===== config.mk =====
export PLATFORM = sky130hd
export DESIGN_NAME = rgb_led_pwm
export DESIGN_NICKNAME = d
export VERILOG_FILES = /design/src/rtl/rgb_led_pwm.sv
export SDC_FILE = /design/constraint.sdc
export NUM_CORES = 1
export LEC_CHECK = 0
export ABC_AREA = 1
export CORE_ASPECT_RATIO = 1.4
export CORE_MARGIN = 8
export CORE_UTILIZATION = 45
export DETAILED_ROUTE_END_ITERATION = 7
export GPL_TIMING_DRIVEN = 0
export SLEW_MARGIN = 20
export SYNTH_ARGS = -nofsm -noshare
export SYNTH_HDL_FRONTEND = slang
export SYNTH_SLANG_ARGS = --single-unit

===== constraint.sdc =====
create_clock -name clk_i -period 3.1 [get_ports clk_i]
set_clock_uncertainty 0.2 [all_clocks]
set_input_delay 0.62 -clock clk_i [delete_from_list [all_inputs] [get_ports clk_i]]
set_output_delay 0.62 -clock clk_i [all_outputs]
set_load 0.005 [all_outputs]

===== src/rtl/rgb_led_pwm.sv =====
// RGB LED PWM driver: double-buffered per-LED colour registers, reloaded only at
// PWM period boundaries so a colour update never produces a glitched period.

package types;
    typedef struct packed {
        logic r;
        logic g;
        logic b;
    } rgb_led_t;
endpackage

module rgb_led_pwm #(
    parameter int NUM_LEDS = 4,
    parameter int WIDTH    = 8,
    parameter int CLK_DIV  = 390,
    parameter int IDX_W    = 3
) (
    input  logic                              clk_i,
    input  logic                              rstn_i,
    input  logic                              wr_valid_i,
    output logic                              wr_ready_o,
    input  logic [IDX_W-1:0]                  wr_led_i,
    input  logic [WIDTH-1:0]                  wr_red_i,
    input  logic [WIDTH-1:0]                  wr_green_i,
    input  logic [WIDTH-1:0]                  wr_blue_i,
    output logic                              wr_err_o,
    output logic                              frame_o,
    output types::rgb_led_t [NUM_LEDS-1:0]    rgb_leds
);

    localparam int               DIV_W    = (CLK_DIV > 1) ? $clog2(CLK_DIV) : 1;
    localparam logic [DIV_W-1:0] DIV_LAST = DIV_W'(CLK_DIV - 1);
    localparam logic [WIDTH-1:0] PWM_LAST = '1;
    localparam logic [31:0]      NUM_U    = 32'(NUM_LEDS);

    // Channel layout inside each LED entry: [2] = red, [1] = green, [0] = blue.
    typedef logic [NUM_LEDS-1:0][2:0][WIDTH-1:0] duty_set_t;

    logic [DIV_W-1:0]                 div_q, div_d;
    logic [WIDTH-1:0]                 pwm_q, pwm_d;
    duty_set_t                        shadow_q, shadow_d;
    duty_set_t                        active_q, active_d;
    types::rgb_led_t [NUM_LEDS-1:0]   leds_q, leds_d;
    logic                             ready_q, ready_d;
    logic                             err_q, err_d;
    logic                             frame_q, frame_d;

    logic tick;
    logic boundary;
    logic wr_fire;
    logic idx_ok;

    always_comb begin
        tick     = (div_q == DIV_LAST);
        boundary = tick && (pwm_q == PWM_LAST);
        div_d    = tick ? '0 : div_q + 1'b1;
        pwm_d    = tick ? pwm_q + 1'b1 : pwm_q;

        wr_fire  = wr_valid_i && ready_q;
        idx_ok   = (32'(wr_led_i) < NUM_U);

        shadow_d = shadow_q;
        if (wr_fire && idx_ok) begin
            for (int i = 0; i < NUM_LEDS; i++) begin
                if (32'(wr_led_i) == 32'(i)) begin
                    shadow_d[i] = {wr_red_i, wr_green_i, wr_blue_i};
                end
            end
        end

        // Ready is low during boundary, so the shadow is stable while it is copied.
        active_d = boundary ? shadow_q : active_q;

        // Compare against post-update values so a reloaded duty applies from step 0.
        leds_d = '0;
        for (int i = 0; i < NUM_LEDS; i++) begin
            leds_d[i].r = (active_d[i][2] > pwm_d);
            leds_d[i].g = (active_d[i][1] > pwm_d);
            leds_d[i].b = (active_d[i][0] > pwm_d);
        end

        // Registered ready: low exactly in the cycle the counters will hit boundary.
        ready_d = !((div_d == DIV_LAST) && (pwm_d == PWM_LAST));
        err_d   = wr_fire && !idx_ok;
        frame_d = boundary;
    end

    always_ff @(posedge clk_i or negedge rstn_i) begin
        if (!rstn_i) begin
            div_q    <= '0;
            pwm_q    <= '0;
            shadow_q <= '0;
            active_q <= '0;
            leds_q   <= '0;
            ready_q  <= 1'b0;
            err_q    <= 1'b0;
            frame_q  <= 1'b0;
        end else begin
            div_q    <= div_d;
            pwm_q    <= pwm_d;
            shadow_q <= shadow_d;
            active_q <= active_d;
            leds_q   <= leds_d;
            ready_q  <= ready_d;
            err_q    <= err_d;
            frame_q  <= frame_d;
        end
    end

    assign wr_ready_o = ready_q;
    assign wr_err_o   = err_q;
    assign frame_o    = frame_q;
    assign rgb_leds   = leds_q;

endmodule


==> out/qor.log <==
[grt] GRT met2 Usage 37.9%
[detailed_routing] Vias 8508
[min_path] worst min-delay path class flop to flop
[worst_setup_path] number of cells traversed by the worst register-to-register path 20
[sta] Max Freq 0.325 GHz
[power] net switching component of the power 1520 uW
[clocking] number of CTS-inserted buffers 24
[cells_and_area] post-synthesis to final-layout area growth 22.3%
[cells_and_area] area of the multi-input gates 0.00475 mm^2
[status] result of the run completed
[grt] grt total ovfl 0
[worst_setup_path] Top delay family on crit path simple AND/OR/NAND/NOR gates
[clocking] CTS clk-pin slew, worst paths 0.06 ns
[power] total leakage power 0.00694 uW
[worst_setup_path] largest fanout of any net on the critical path 7
[grt] antenna violations before repair 0
[min_path] instance count along the most critical hold path 2
[yosys] cell types with the largest area share after synthesis dfrtp_1 (53%), nand2_1 (17%), ha_1 (10%)
[place] final weighted congestion of routability-driven global placement 0.825
[detailed_routing] antenna viol nets, final 0
[detailed_routing] vias per std cell 5.19
[floorplanning] Die Span X 146 um
[floorplanning] overall die height 198 um
[floorplanning] standard-cell rows 66
[cells_and_area] net count reported at finish 1437
[cells_and_area] Fillers 2080
[worst_setup_path] arrival time worst endpoint 3.32 ns
[cells_and_area] total non-filler cell area in the finished layout 0.0130 mm^2
[yosys] area of the mapped netlist 0.0106 mm^2
[yosys] syn_area_per_cell 8.72 um^2
[power] clock power share 44.9%
[grt] Tot GR Track Use 21.1%
[worst_setup_path] stage delay of the slowest cell on the critical path 0.39 ns
[detailed_routing] total length of routed wires 30100 um
[place] Buffers on Ports 44
[yosys] instance count of the mapped netlist 1217
[grt] number of global-route vias before repair 8479
[grt] most used routing layer in global routing met2
[min_path] startpoint of the lowest-slack hold path active_q[5]
[sta] setup slack of the critical path after layout 0.0251 ns
[cells_and_area] final non-filler cell total 1640
[place] DP Cell Count 1569
[floorplanning] core area 0.0232 mm^2
[cells_and_area] ant diodes 0
[place] worst slack at placement -0.507 ns
[grt] largest net degree at the start of global routing 97
[floorplanning] boundary pin count 45
[yosys] share of synthesized area occupied by flip-flops and latches 52.8%
[yosys] flop and latch count out of synthesis 224
[worst_setup_path] total buffers and inverters traversed by the critical path 6
[yosys] count of flip-flops with a built-in enable after synthesis 0
[clocking] CTS tree built
[detailed_routing] number of design-rule violations left by the first detailed-router iteration 423
[grt] global-route met1 utilization 25.8%
[yosys] most frequently used cell type in the post-synthesis netlist nand2_1
[yosys] number of warnings printed during yosys synthesis 0
[place] total placed instance area 0.0115 mm^2
[worst_setup_path] critical path required time 3.34 ns
[worst_setup_path] reg2reg start div_q[1]
[floorplanning] initial standard-cell utilization of the core 45.7%
[clocking] H-tree levels 1
[sta] max-slew headroom at the worst pin 50.5%
[floorplanning] Die ar. 0.0288 mm^2
[sta] Final Cycle Share 99.2%
[grt] global-route wire length before repair 47100 um
[power] overall power of the completed layout 6630 uW
[sta] transition time of the tightest slew-check pin 0.742 ns
[clocking] maximum clock path buffer count 3
[worst_setup_path] CP startpoint div_q[1]
[yosys] list of most frequent post-synthesis cells nand2_1 (487), dfrtp_1 (224), o21ai_0 (112)
[sta] unrepaired setup endpoints after global routing yes
[sta] final setup violation count 0
[worst_setup_path] slowest library cell on the worst path dfrtp_1
[sta] final hold violation count 0
[clocking] clock latency at the later pin of the worst-skew pair 0.52 ns
[power] worst-case vdd ir drop 414 uV
[worst_setup_path] CP Depth 20
[grt] Global Route met3 Usage 2.45%
[detailed_routing] number of detailed-routing iterations run before antenna repair 8
[cells_and_area] Sequential Area 0.00561 mm^2
[yosys] post-synth top area share 52.8%
[worst_setup_path] cell-by-cell trace of the critical path inv_2, ha_4, nand2_4, nor2_4, nand2_4, buf_8, or2_4, xor2_4, clkinvlp_4, buf_12, ha_4, nand2_4, nor2_4, nand4_1, buf_4, nor2_1, o21ai_1, inv_1, nand2_1, o21ai_2
[worst_setup_path] Critical Path Source Type flop
[place] half-perimeter wire length after detailed placement 20200 um
[sta] worst-case hold slack 0.276 ns
[detailed_routing] remaining design rule violation count 0
[power] combinational group share of total power 5.4%
[yosys] ys flop type dfrtp_1
[yosys] share of flip-flops with an asynchronous set or reset 100%
[cells_and_area] ratio of cells with drive above 1 in the final layout 11.9%
[worst_setup_path] most frequent cell on the critical path nand2_4
[clocking] number of sinks handled by clock tree synthesis 224
[clocking] master cell of the clock root buffer clkbuf_16
[job] MaxCap Viol Count 0
[sta] count of final max-slew check failures 0
[yosys] net count of the mapped netlist 1334
[yosys] cell taking the most area after synthesis dfrtp_1
[worst_setup_path] CP Class flop to flop
[power] power density over cell area 511 mW/mm^2
[power] switching share of power 22.9%
[worst_setup_path] endpoint kind of the worst setup timing path flop
[yosys] number of distinct library cells after synthesis 31
[sta] final critical delay including setup and external delays 3.07 ns
[power] power share of the sequential group 49.7%
[power] internal power 5110 uW
[detailed_routing] routed len/inst 18.4 um
[final timing paths]
path	slack [ns]	to
worst max-delay path	0.03	rgb_leds[1]
worst min-delay path	0.28	active_q[5]
worst max register to register	0.03	rgb_leds[1]
worst min register to register	0.28	active_q[5]
max in group asynchronous	1.13	rgb_leds[0]
min in group asynchronous	0.37	active_q[92]
[metrics by stage]
stage | utilization (%) | setup TNS [ns]
2_1_floorplan | - | 0
3_3_place_gp | 49.3 | -1909.27
3_5_place_dp | 49.5 | -4.58
4_1_cts | 54.2 | 0
5_1_grt | 55.9 | -0.628
6_report | 55.9 | 0
[flip-flops by register name, indices dropped and copies added, names as in the netlist]
register and flops:
rgb_leds 12, div_q 9, pwm_q 8, wr_err_o 1, wr_ready_o 1, active_q 96, shadow_q 96, frame_o 1
[logic make-up (layout without fill, tap and decap cells)]
logic type | after synthesis | after routing | synth area share [%]
AO/OA/AOI/OAI | 154 | 154 | 7.50
XOR/XNOR | 2 | 2 | 0.165
adder cells (fa/ha/maj) | 87 | 87 | 10.3
buffers and inverters | 128 | 245 | 5.44
flip-flops | 224 | 224 | 52.8
AND/OR/NAND/NOR | 622 | 622 | 23.8
[worst reg2reg max path, cell delays in order (launching register included)]
cell and delay (ns):
dfrtp_1 0.39, inv_2 0.07, ha_4 0.13, nand2_4 0.05
nor2_4 0.14, nand2_4 0.10, buf_8 0.14, or2_4 0.27
xor2_4 0.18, clkinvlp_4 0.14, buf_12 0.16, ha_4 0.28
nand2_4 0.05, nor2_4 0.08, nand4_1 0.14, buf_4 0.17
nor2_1 0.08, o21ai_1 0.07, inv_1 0.05, nand2_1 0.05
o21ai_2 0.07
[power groups by stage]
stage | sequential (uW) | combinational, uW | clock [uW]
after floorplan | 3300 | 189 | 0
final | 3290 | 357 | 2980
after detailed placement | 3340 | 363 | 0
after CTS | 3290 | 365 | 3030
after global placement | 3340 | 340 | 0
after global routing | 3310 | 421 | 3160
[layout by cell type, fill, tap and decap left out, drive strengths merged, types with 16 or more instances in the layout]
cell type	netlist	layout
inv	82	78
dfrtp	224	224
nand3	69	69
nor2	38	38
ha	87	87
nand4	16	16
nand2	492	492
a21oi	32	32
o21ai	113	113
buf	24	57
clkbuf	20	50
clkdlybuf4s50	0	43
[per-layer routing]
layer	routed length (um)	vias up	share of wire [%]
li1	-	4147	-
met1	12700	4145	42
met2	15400	162	51
met3	1190	54	4.0
met4	855	0	2.8
met5	0	-	0
[what timing repair did]
item | in CTS | in global routing
resized for setup | 28 | 62
setup buffers | 17 | 13
pin swaps | 8 | 29
setup endpoints to repair | 12 | 12
hold endpoints to repair | 43 | 0
hold buffers | 1 | 0
[area by class of cell]
class                   instances  area share [%]
flip-flops and latches        224            43.2
multi-input cells             865            36.6
repair buffers                 77            6.11
clock buffers                  30            5.04
well taps                     306            2.95
inverters                      84            2.62
plain buffers                  44            2.31
clock inverters                10            1.16
(Power assumes the default switching activity.)
